## src/rtl/regfile_dump_reader_if.sv

```systemverilog
// Streaming output bundle of the register-file dump reader.
// Handshake: an entry moves when out_valid and out_ready are both 1 at a
// rising clk edge. The producer holds out_index/out_data stable while
// out_valid=1 and out_ready=0. out_valid never depends on out_ready.
interface regfile_dump_reader_if;
    logic        out_valid;
    logic        out_ready;
    logic [4:0]  out_index;
    logic [31:0] out_data;

    modport master (
        output out_valid,
        output out_index,
        output out_data,
        input  out_ready
    );

    modport slave (
        input  out_valid,
        input  out_index,
        input  out_data,
        output out_ready
    );
endinterface

```

## src/rtl/regfile_dump_reader.sv

```systemverilog
// Sequential read-out engine for the 32 x 32-bit register file.
// Walks the read-address port from FIRST_REG to LAST_REG. Each step waits one
// cycle for the file's clocked read latency. Each (index, value) pair is then
// streamed out on the dump interface.
// Per entry, the FSM goes ISSUE -> CAPTURE -> PRESENT. Every output,
// including busy, comes straight from a flop.
module regfile_dump_reader #(
    parameter int FIRST_REG = 0,
    parameter int LAST_REG  = 31
) (
    input  logic                         clk,
    input  logic                         rst,
    input  logic                         start,
    output logic [4:0]                   read_reg,
    input  logic [31:0]                  read_data,
    regfile_dump_reader_if.master        dump,
    output logic                         busy,
    output logic                         done,
    output logic [1:0]                   state_dbg
);

    // A range outside 0..31, or one that runs backwards, cannot be dumped.
    generate
        if (FIRST_REG < 0 || LAST_REG > 31 || LAST_REG < FIRST_REG) begin : g_bad_range
            $error("regfile_dump_reader: FIRST_REG/LAST_REG must satisfy 0 <= FIRST_REG <= LAST_REG <= 31");
        end
    endgenerate

    localparam logic [4:0] FIRST_IDX = 5'(FIRST_REG);
    localparam logic [4:0] LAST_IDX  = 5'(LAST_REG);

    typedef enum logic [1:0] {
        IDLE    = 2'd0,
        ISSUE   = 2'd1,
        CAPTURE = 2'd2,
        PRESENT = 2'd3
    } state_t;

    state_t      state, state_nxt;
    logic [4:0]  idx, idx_nxt;
    logic [4:0]  read_reg_q, read_reg_nxt;
    logic        valid_q, valid_nxt;
    logic [4:0]  index_q, index_nxt;
    logic [31:0] data_q, data_nxt;
    logic        busy_q, busy_nxt;
    logic        done_q, done_nxt;

    // Next-state and next-output decode. Every target defaults to holding
    // its value, and done defaults to 0.
    always_comb begin
        state_nxt    = state;
        idx_nxt      = idx;
        read_reg_nxt = read_reg_q;
        valid_nxt    = valid_q;
        index_nxt    = index_q;
        data_nxt     = data_q;
        done_nxt     = 1'b0;

        case (state)
            IDLE: begin
                if (start) begin
                    idx_nxt      = FIRST_IDX;
                    read_reg_nxt = FIRST_IDX;
                    state_nxt    = ISSUE;
                end
            end
            ISSUE: begin
                // The register file samples read_reg at the end of this cycle.
                state_nxt = CAPTURE;
            end
            CAPTURE: begin
                data_nxt  = read_data;
                index_nxt = idx;
                valid_nxt = 1'b1;
                state_nxt = PRESENT;
            end
            PRESENT: begin
                if (dump.out_ready) begin
                    valid_nxt = 1'b0;
                    // Terminal compare rather than wrap, so LAST_REG=31 stops cleanly.
                    if (idx == LAST_IDX) begin
                        done_nxt  = 1'b1;
                        state_nxt = IDLE;
                    end else begin
                        idx_nxt      = idx + 5'd1;
                        read_reg_nxt = idx + 5'd1;
                        state_nxt    = ISSUE;
                    end
                end
            end
            default: begin
                state_nxt = IDLE;
            end
        endcase

        busy_nxt = (state_nxt != IDLE);
    end

    // State and output registers, with a synchronous reset that drops any partial dump.
    always_ff @(posedge clk) begin
        if (rst) begin
            state      <= IDLE;
            idx        <= 5'd0;
            read_reg_q <= 5'd0;
            valid_q    <= 1'b0;
            index_q    <= 5'd0;
            data_q     <= 32'd0;
            busy_q     <= 1'b0;
            done_q     <= 1'b0;
        end else begin
            state      <= state_nxt;
            idx        <= idx_nxt;
            read_reg_q <= read_reg_nxt;
            valid_q    <= valid_nxt;
            index_q    <= index_nxt;
            data_q     <= data_nxt;
            busy_q     <= busy_nxt;
            done_q     <= done_nxt;
        end
    end

    assign read_reg       = read_reg_q;
    assign dump.out_valid = valid_q;
    assign dump.out_index = index_q;
    assign dump.out_data  = data_q;
    assign busy           = busy_q;
    assign done           = done_q;
    assign state_dbg      = state;

endmodule
```

## src/flat_wrapper.sv

```systemverilog
// flat-port wrapper written by rule: the top's interface ports become plain ports
module regfile_dump_reader_flat 
#(
    parameter int FIRST_REG = 0,
    parameter int LAST_REG  = 31
)
  (clk, rst, start, read_reg, read_data, busy, done, state_dbg, dump_out_valid, dump_out_index, dump_out_data, dump_out_ready);
  regfile_dump_reader_if dump_i ();
  input  logic clk;
  input  logic rst;
  input  logic start;
  output logic [4:0] read_reg;
  input  logic [31:0] read_data;
  output logic busy;
  output logic done;
  output logic [1:0] state_dbg;
  output wire logic [$bits(dump_i.out_valid)-1:0] dump_out_valid;
  output wire logic [$bits(dump_i.out_index)-1:0] dump_out_index;
  output wire logic [$bits(dump_i.out_data)-1:0] dump_out_data;
  input wire logic [$bits(dump_i.out_ready)-1:0] dump_out_ready;
  assign dump_out_valid = dump_i.out_valid;
  assign dump_out_index = dump_i.out_index;
  assign dump_out_data = dump_i.out_data;
  assign dump_i.out_ready = dump_out_ready;
  regfile_dump_reader #(.FIRST_REG(FIRST_REG), .LAST_REG(LAST_REG)) u_core (.clk(clk), .rst(rst), .start(start), .read_reg(read_reg), .read_data(read_data), .dump(dump_i), .busy(busy), .done(done), .state_dbg(state_dbg));
endmodule
```

## config.mk

```make
export PLATFORM = sky130hd
export DESIGN_NAME = regfile_dump_reader_flat
export DESIGN_NICKNAME = d
export VERILOG_FILES = /design/src/rtl/regfile_dump_reader_if.sv /design/src/rtl/regfile_dump_reader.sv /design/src/flat_wrapper.sv
export SDC_FILE = /design/constraint.sdc
export NUM_CORES = 1
export LEC_CHECK = 0
export ABC_AREA = 1
export CAP_MARGIN = 5
export CORE_MARGIN = 3
export CORE_UTILIZATION = 43
export DETAILED_ROUTE_END_ITERATION = 7
export GPL_ROUTABILITY_DRIVEN = 0
export GPL_TIMING_DRIVEN = 0
export PLACE_DENSITY_LB_ADDON = 0.1
export SLEW_MARGIN = 20
export SYNTH_ARGS = -nofsm -noshare
export SYNTH_HDL_FRONTEND = slang
export SYNTH_SLANG_ARGS = --single-unit
```

## constraint.sdc

```tcl
create_clock -name clk -period 2.8 [get_ports clk]
set_clock_uncertainty 0.15 [all_clocks]
set_input_delay 0.42 -clock clk [delete_from_list [all_inputs] [get_ports clk]]
set_output_delay 0.42 -clock clk [all_outputs]
set_load 0.03 [all_outputs]
```

==> results.py, run 1 <==
metrics = {
    "logic_synthesis": {
        "ys.flop_type": "dfxtp_1",
        "yosysMostFrequentCell": "nor2_1",
        "avgSynthCellArea_um2": 7.621,
        "yosysUniqueCellTypes": 19,
        "ys_seq_area_frac": 0.5345,
        "syn_area_mm2": 0.001760,
        "synth_edf_count": 0,
        "synth_top_area_cell": "dfxtp_1",
        "synthTopCellsByArea": "dfxtp_1 (53%), nor2_1 (17%), o21ai_0 (10%), nand2_1 (4.3%), nand3_1 (2.0%)",
        "synthTopCellsByCount": "nor2_1 (81), dfxtp_1 (47), o21ai_0 (35), nand2_1 (20)",
        "async_flop_share": 0,
        "yosys.area.top_type_share": 0.5345,
        "ys_ff_latch": 47,
        "syn_nets": 269,
        "synth_cells": 231,
        "ys_warn_count": 0,
    },
    "worst_setup_path": {
        "reg2reg_slack_ns": 1.02,
        "worstPathCellList": "clkdlybuf4s50_1",
        "critical_path_class": "reg2out",
        "path_buf_inv": 1,
        "slowest_delay_ns": 0.72,
        "cp.arrival_ns": 1.49,
        "cp_data_required_time_ns": 2.23,
        "cp-end-kind": "primary output",
        "crit_family": "buffers and inverters",
        "cp-start-kind": "register",
        "worst_path_max_delay_cell": "clkdlybuf4s50_1",
        "critPathMaxFanout": 7,
    },
    "detailed_routing": {
        "viasPerCell": 4.661,
        "routed_wl_um": 4247,
        "final_antenna_net_count": 0,
        "drtIter0Drc": 123,
        "drc": 0,
        "wl_per_cell_um": 11.51,
        "num_vias": 1720,
        "first_pass_iters": 5,
    },
    "clock_network": {
        "cts_setup_buffers": 0,
        "cts_resized": 0,
        "insertion_delay_ns": 0.29,
        "root_buffer": "clkbuf_8",
        "cts_tree": "done",
        "path_clk_slew_ns": 0.08,
        "cts_max_level": 2,
        "clock_path_buffers": 2,
        "cts_sinks": 47,
        "numCtsBuffers": 5,
        "cts_hold_buf": 0,
    },
    "floorplanning": {
        "dieArea_mm2": 0.004898,
        "core_area_mm2": 0.003799,
        "fp.dieH_um": 69.99,
        "ioPinCount": 83,
        "start_util": 0.4634,
        "dieWidth_um": 69.99,
        "fp-row-count": 22,
    },
    "sta": {
        "setup_ws_ns": 0.7450,
        "maxSlewHeadroom": 0.7366,
        "setup_tns_ns": 0,
        "setup_viol": 0,
        "drv_slew": 0,
        "tightest_slew_ns": 0.3951,
        "hold_violations": 0,
        "post-route-period-util": 0.7339,
        "rsz0062_at_grt": "no",
        "fmax_mhz": 486.6,
        "final.min_clock_period_ns": 2.055,
    },
    "pwr": {
        "total_power_mw": 1.703,
        "p_leak_nw": 1.072,
        "vdd_drop_max_mv": 0.3938,
        "p_per_area_mw_per_mm2": 624.6,
    },
    "global_route": {
        "grt.overflow.total": 0,
        "track_usage": 0.1778,
        "antenna_found_initial": 0,
        "grt_pass1_wl_um": 7038,
        "grt_max_degree": 15,
        "grt_pass1_vias": 1592,
    },
    "min_path": {
        "hp-class": "reg2reg",
    },
    "finish": {
        "n_antenna_cell": 0,
        "fill_cells": 336,
        "area_growth_pct": 54.87,
        "final_util": 0.7177,
        "layoutNonFillerInstCount": 369,
        "fin_nets": 358,
        "drive_gt1_frac": 0.05919,
    },
    "flow_run": {
        "maxCapViolCount": 0,
    },
    "place": {
        "dp_slack_ns": 0.8277,
        "port_buffers": 82,
        "placed_cells": 361,
        "dp_hpwl_um": 3186,
    },
    "run_status": {
        "status": "complete, no violations",
    },
}
==> metrics by stage <==
step                      hold WS [ns]  instance area [um^2]
after floorplan                 0.3391                  1760
after global placement          0.3123                  2641
after detailed placement        0.3217                  2641
after CTS                       0.3417                  2726
after global routing            0.3549                  2726
final                           0.3365                  2726
==> registers in the layout, summed over array words and instances (netlist names) <==
| name | count |
|---|---|
| u_core.done | 1 |
| u_core.state_dbg | 2 |
| u_core.dump.out_data | 32 |
| u_core.idx | 5 |
| u_core.dump.out_valid | 1 |
| u_core.busy | 1 |
| u_core.dump.out_index | 5 |
==> cell type report <==
cell class / count / area (um^2) / share of cell area
multi-input combinational: 162 / 718.2 / 0.2634
inverter: 11 / 41.29 / 0.01514
clock inverter: 2 / 12.51 / 0.004589
sequential: 47 / 940.9 / 0.3451
tap: 48 / 60.06 / 0.02203
buffer: 11 / 60.06 / 0.02203
clock buffer: 6 / 72.57 / 0.02662
timing repair buffer: 82 / 820.8 / 0.3011
==> cell usage in the layout (no fill, tap or decap) <==
cell type,Yosys,final
nand3_1,7,7
a21boi_0,1,1
nor2_1,81,81
dfxtp_1,47,47
nand2_2,2,2
nor3_1,1,1
o21ai_0,35,35
inv_2,4,4
clkdlybuf4s50_1,0,82
clkinv_2,0,1
buf_6,2,2
clkbuf_8,0,5
nand2_1,20,20
buf_2,3,3
nand4_1,1,1
a21oi_1,6,6
or2_0,1,1
o21ai_4,1,1
clkinvlp_4,0,1
ha_1,2,2
o21ai_1,4,4
inv_1,7,7
clkbuf_1,6,7
==> path summary, 6_finish.rpt <==
check                                 from  depth (start not counted)                       end
setup / recovery       u_core.state_dbg[1]                          1              state_dbg[1]
hold / removal    u_core.dump.out_data[15]                          2  u_core.dump.out_data[15]
setup reg to reg             u_core.idx[0]                         10             u_core.idx[2]
hold reg to reg   u_core.dump.out_data[15]                          2  u_core.dump.out_data[15]
==> power breakdown <==
group          switching (mW)  internal, mW  leakage, nW
clock                   0.216         0.174       0.0412
combinational           0.297         0.230        0.646
sequential             0.0458         0.739        0.385
total                   0.559          1.14         1.07
==> layer usage <==
metal  up-vias  share of wire  global-route usage
met1       747           0.45              0.2079
li1        913              -                   -
met3         7          0.057             0.04460
met2        53           0.47              0.3064
met4         0          0.018             0.07660
met5         -              0                   0
==> logic make-up (layout without fill, tap and decap cells) <==
kind of cell | Yosys count | count (layout) | synth area share
buffers and inverters | 22 | 112 | 0.05757
AOI/OAI and AO/OA | 47 | 47 | 0.1414
DFF | 47 | 47 | 0.5345
adders and majority gates | 2 | 2 | 0.01421
and+or+nand+nor | 113 | 113 | 0.2523
Note: power is estimated with default switching activity, not from simulation.
==> inputs of run 2 (changes only) <==
--- a/config.mk
+++ b/config.mk
@@ -8,7 +8,7 @@
 export ABC_AREA = 1
 export CAP_MARGIN = 5
 export CORE_MARGIN = 3
-export CORE_UTILIZATION = 43
+export CORE_UTILIZATION = 40
 export DETAILED_ROUTE_END_ITERATION = 7
 export GPL_ROUTABILITY_DRIVEN = 0
 export GPL_TIMING_DRIVEN = 0
==> constraint.sdc (replaced) <==
create_clock -name clk -period 2.1 [get_ports clk]
set_clock_uncertainty 0.15 [all_clocks]
set_input_delay 0.315 -clock clk [delete_from_list [all_inputs] [get_ports clk]]
set_output_delay 0.315 -clock clk [all_outputs]
set_load 0.03 [all_outputs]
==> results.py, run 2 (same netlist as run 1, synthesis figures left out) <==
metrics = {
    "detailed_routing": {
        "drc": 0,
        "num_vias": 1713,
        "first_pass_iters": 4,
        "drtIter0Drc": 73,
        "final_antenna_net_count": 0,
        "wl_per_cell_um": 11.83,
        "routed_wl_um": 4389,
        "viasPerCell": 4.617,
    },
    "worst_setup_path": {
        "critPathMaxFanout": 7,
        "path_buf_inv": 1,
        "r2r-start": "u_core.idx[0]",
        "r2r_cells": 7,
        "cp-end-kind": "primary output",
        "crit_family": "buffers and inverters",
        "worstPathCellList": "clkdlybuf4s50_1",
        "r2r-end": "u_core.busy",
        "critical_path_class": "reg2out",
        "reg2reg_slack_ns": 0.31,
        "slowest_delay_ns": 0.73,
        "worst_path_max_delay_cell": "clkdlybuf4s50_1",
        "cp_data_required_time_ns": 1.63,
        "cp-start-kind": "register",
        "cp.arrival_ns": 1.50,
    },
    "clock_network": {
        "path_clk_slew_ns": 0.08,
        "clock_path_buffers": 2,
        "insertion_delay_ns": 0.30,
        "cts_tree": "done",
        "cts_hold_buf": 0,
        "cts_max_level": 2,
        "root_buffer": "clkbuf_8",
        "numCtsBuffers": 5,
        "cts_sinks": 47,
        "cts_setup_buffers": 0,
        "cts_resized": 0,
    },
    "global_route": {
        "grt_max_degree": 14,
        "grt_pass1_wl_um": 7320,
        "track_usage": 0.1772,
        "met2_usage": 0.3003,
        "antenna_found_initial": 0,
        "globalRouteMet1Util": 0.2122,
        "grt.overflow.total": 0,
        "grt_pass1_vias": 1646,
        "grt-busiest-layer": "met2",
        "met3_usage": 0.05402,
    },
    "floorplanning": {
        "fp-row-count": 23,
        "core_area_mm2": 0.004115,
        "fp.dieH_um": 72.34,
        "dieArea_mm2": 0.005233,
        "ioPinCount": 83,
        "dieWidth_um": 72.34,
        "start_util": 0.4278,
    },
    "finish": {
        "fill_cells": 399,
        "final_util": 0.6622,
        "fin_nets": 358,
        "area_growth_pct": 54.80,
        "n_antenna_cell": 0,
        "largest_reg_flops": 32,
        "mostFrequentLayoutCell": "clkdlybuf4s50_1",
        "final_cell_mix": "clkdlybuf4s50_1 (82), nor2_1 (81), dfxtp_1 (47)",
        "drive_gt1_frac": 0.05607,
    },
    "min_path": {
        "hold_path_end": "u_core.dump.out_valid",
        "hold_start": "u_core.dump.out_valid",
        "hold_depth": 2,
        "hp-class": "reg2reg",
    },
    "pwr": {
        "vdd_drop_max_mv": 0.3791,
        "p_per_area_mw_per_mm2": 831.8,
        "p_leak_nw": 1.073,
    },
    "sta": {
        "final.min_clock_period_ns": 1.963,
        "setup_tns_ns": 0,
        "fmax_mhz": 509.5,
        "tightest_slew_ns": 0.4234,
        "post-route-period-util": 0.9346,
        "hold_violations": 0,
        "setup_viol": 0,
        "drv_slew": 0,
        "rsz0062_at_grt": "no",
        "maxSlewHeadroom": 0.7178,
    },
    "run_status": {
        "status": "complete, no violations",
    },
    "flow_run": {
        "maxCapViolCount": 0,
    },
    "place": {
        "port_buffers": 82,
        "dp_hpwl_um": 3256,
    },
}
run 2: changes by cell type in the layout (fill, tap and decap cells not counted), sizes merged:
cell	previous run	this run
clkinvlp	1	0
clkbuf	12	13
run 2: worst max path at each step:
stage                     depth (start not counted)                        to  slack (ns)                start
after floorplan                                   7               u_core.busy        0.30        u_core.idx[0]
after global placement                            5  u_core.dump.out_data[30]        0.17                  rst
after detailed placement                          5   u_core.dump.out_data[2]        0.18                  rst
after CTS                                         1              state_dbg[1]        0.13  u_core.state_dbg[1]
after global routing                              1               read_reg[0]        0.08        u_core.idx[0]
final                                             1              state_dbg[1]        0.14  u_core.state_dbg[1]
run 2: through the flow:
step | power, mW | std cells | setup WS [ns] | hold WS, ns | instance area (um^2)
final | 2.267 | 371 | 0.1374 | 0.3316 | 2725
after global routing | 2.401 | 371 | 0.08457 | 0.3604 | 2725
after CTS | 2.296 | 371 | 0.1322 | 0.3379 | 2725
after detailed placement | 1.777 | 363 | 0.1797 | 0.3225 | 2644
after global placement | 1.769 | 363 | 0.1690 | 0.3106 | 2644
after floorplan | 1.472 | 231 | 0.3029 | 0.2341 | 1760
run 2: per-layer routing:
layer / routed length, um / up-vias / share of wire
li1: - / 917 / -
met1: 2048 / 745 / 0.47
met2: 2028 / 46 / 0.46
met3: 257 / 5 / 0.059
met4: 54 / 0 / 0.012
met5: 0 / - / 0
run 2: layout make-up:
type / count / area [um^2] / share of cell area
inverters: 11 / 41.29 / 0.01515
flip-flops and latches: 47 / 940.9 / 0.3453
clock buffers: 7 / 76.32 / 0.02801
plain buffers: 11 / 60.06 / 0.02204
repair buffers: 82 / 820.8 / 0.3012
well taps: 50 / 62.56 / 0.02296
clock inverters: 1 / 5.005 / 0.001837
multi-input cells: 162 / 718.2 / 0.2635
run 2: report_power, final:
group	internal (mW)	switching, mW	total [mW]
Clock	0.234	0.281	0.515
Sequential	0.985	0.0604	1.05
Combinational	0.307	0.399	0.706
==> inputs of run 3 (changes only) <==
--- a/config.mk
+++ b/config.mk
@@ -13,6 +13,7 @@
 export GPL_ROUTABILITY_DRIVEN = 0
 export GPL_TIMING_DRIVEN = 0
 export PLACE_DENSITY_LB_ADDON = 0.1
+export REMOVE_ABC_BUFFERS = 1
 export SLEW_MARGIN = 20
 export SYNTH_ARGS = -nofsm -noshare
 export SYNTH_HDL_FRONTEND = slang
==> results.py, run 3 (same netlist as run 1, synthesis figures left out) <==
metrics = {
    "run_status": {
        "status": "complete, no violations",
    },
    "floorplanning": {
        "core_area_mm2": 0.004115,
        "dieArea_mm2": 0.005233,
        "fp-row-count": 23,
        "start_util": 0.4278,
        "fp.dieH_um": 72.34,
        "dieWidth_um": 72.34,
        "ioPinCount": 83,
    },
    "worst_setup_path": {
        "path_buf_inv": 1,
        "critical_path_class": "reg2out",
        "cp-start-kind": "register",
        "worstPathCellList": "clkdlybuf4s50_1",
        "slowest_delay_ns": 0.74,
        "cp-end-kind": "primary output",
        "cp_data_required_time_ns": 1.63,
        "r2r_cells": 4,
        "crit_start": "u_core.state_dbg[1]",
        "r2r-start": "u_core.state_dbg[1]",
        "cp.arrival_ns": 1.54,
        "worst_path_max_delay_cell": "clkdlybuf4s50_1",
        "crit_family": "buffers and inverters",
        "r2r-end": "u_core.dump.out_index[2]",
        "reg2reg_slack_ns": 0.23,
        "critPathMaxFanout": 7,
    },
    "clock_network": {
        "cts_tree": "done",
        "clock_path_buffers": 2,
        "cts_max_level": 2,
        "cts_hold_buf": 0,
        "path_clk_slew_ns": 0.08,
        "cts_sinks": 47,
        "cts_setup_buffers": 0,
        "insertion_delay_ns": 0.29,
        "root_buffer": "clkbuf_8",
        "numCtsBuffers": 5,
    },
    "pwr": {
        "p_per_area_mw_per_mm2": 879.3,
        "total_power_mw": 2.368,
        "p_leak_nw": 1.044,
        "vdd_drop_max_mv": 0.7601,
    },
    "global_route": {
        "grt.overflow.total": 0,
        "track_usage": 0.1694,
        "grt_pass1_wl_um": 7003,
        "grt_pass1_vias": 1537,
        "grt_max_degree": 44,
        "antenna_found_initial": 0,
    },
    "place": {
        "port_buffers": 82,
        "dp_slack_ns": -0.1669,
        "dp_hpwl_um": 2920,
    },
    "min_path": {
        "hp-class": "reg2reg",
        "hold_start": "u_core.dump.out_data[5]",
        "hold_depth": 2,
        "hold_path_end": "u_core.dump.out_data[5]",
    },
    "detailed_routing": {
        "num_vias": 1709,
        "drc": 0,
        "viasPerCell": 4.760,
        "final_antenna_net_count": 0,
        "first_pass_iters": 4,
        "routed_wl_um": 4377,
        "drtIter0Drc": 146,
        "wl_per_cell_um": 12.19,
    },
    "flow_run": {
        "maxCapViolCount": 0,
    },
    "sta": {
        "final.min_clock_period_ns": 2.003,
        "fmax_mhz": 499.2,
        "rsz0062_at_grt": "no",
        "setup_viol": 0,
        "post-route-period-util": 0.9539,
        "hold_violations": 0,
        "setup_ws_ns": 0.09686,
        "maxSlewHeadroom": 0.5789,
        "tightest_slew_ns": 0.6295,
        "drv_slew": 0,
    },
    "finish": {
        "area_growth_pct": 52.95,
        "final_cell_mix": "clkdlybuf4s50_1 (82), nor2_1 (81), dfxtp_1 (47)",
        "multi_input_area_um2": 718.2,
        "largest_reg_flops": 32,
        "n_antenna_cell": 0,
        "final_util": 0.6543,
        "final-seq-area_um2": 940.9,
        "fill_cells": 371,
        "fin_nets": 347,
        "mostFrequentLayoutCell": "clkdlybuf4s50_1",
        "drive_gt1_frac": 0.04531,
    },
}
-- run 3: where the power goes --
group	switching [mW]	total, mW	internal [mW]
registers	0.0599	1.04	0.985
clock network	0.284	0.633	0.349
logic	0.396	0.690	0.293
total	0.740	2.37	1.63
-- run 3: layer usage --
layer,vias up,track usage,wire (um)
met5,-,0,0
met4,0,0.05010,45
met3,4,0.05402,305
met2,64,0.2851,2035
met1,745,0.2062,1991
li1,896,-,-
-- run 3: cell type report --
cell class / count / area share
multi-input combinational: 162 / 0.2667
clock inverter: 1 / 0.01115
timing repair buffer: 82 / 0.3048
inverter: 11 / 0.01766
tap: 50 / 0.02323
sequential: 47 / 0.3494
clock buffer: 6 / 0.02695
-- run 3: metrics by stage --
stage / TNS, ns / hold WS [ns] / area, um^2 / std cells
2_1_floorplan: 0 / 0.2341 / 1700 / 220
3_3_place_gp: -5.459 / 0.3114 / 2584 / 352
3_5_place_dp: -5.132 / 0.3210 / 2584 / 352
4_1_cts: 0 / 0.3411 / 2689 / 359
5_1_grt: 0 / 0.3555 / 2693 / 359
6_report: 0 / 0.3344 / 2693 / 359
-- run 3: worst max path at each step --
stage	depth (start not counted)	slack, ns	endpoint
after global routing	6	0.03	u_core.idx[2]
after global placement	4	-0.17	u_core.dump.out_data[25]
after detailed placement	4	-0.17	u_core.dump.out_data[29]
after floorplan	4	0.30	u_core.dump.out_index[2]
after CTS	1	0.11	state_dbg[1]
final	1	0.1	state_dbg[1]
-- run 3: timing repair --
item                                   CTS  global route
endpoints found under the hold margin    0             0
setup endpoints to repair                2            42
resized for setup                        1             1
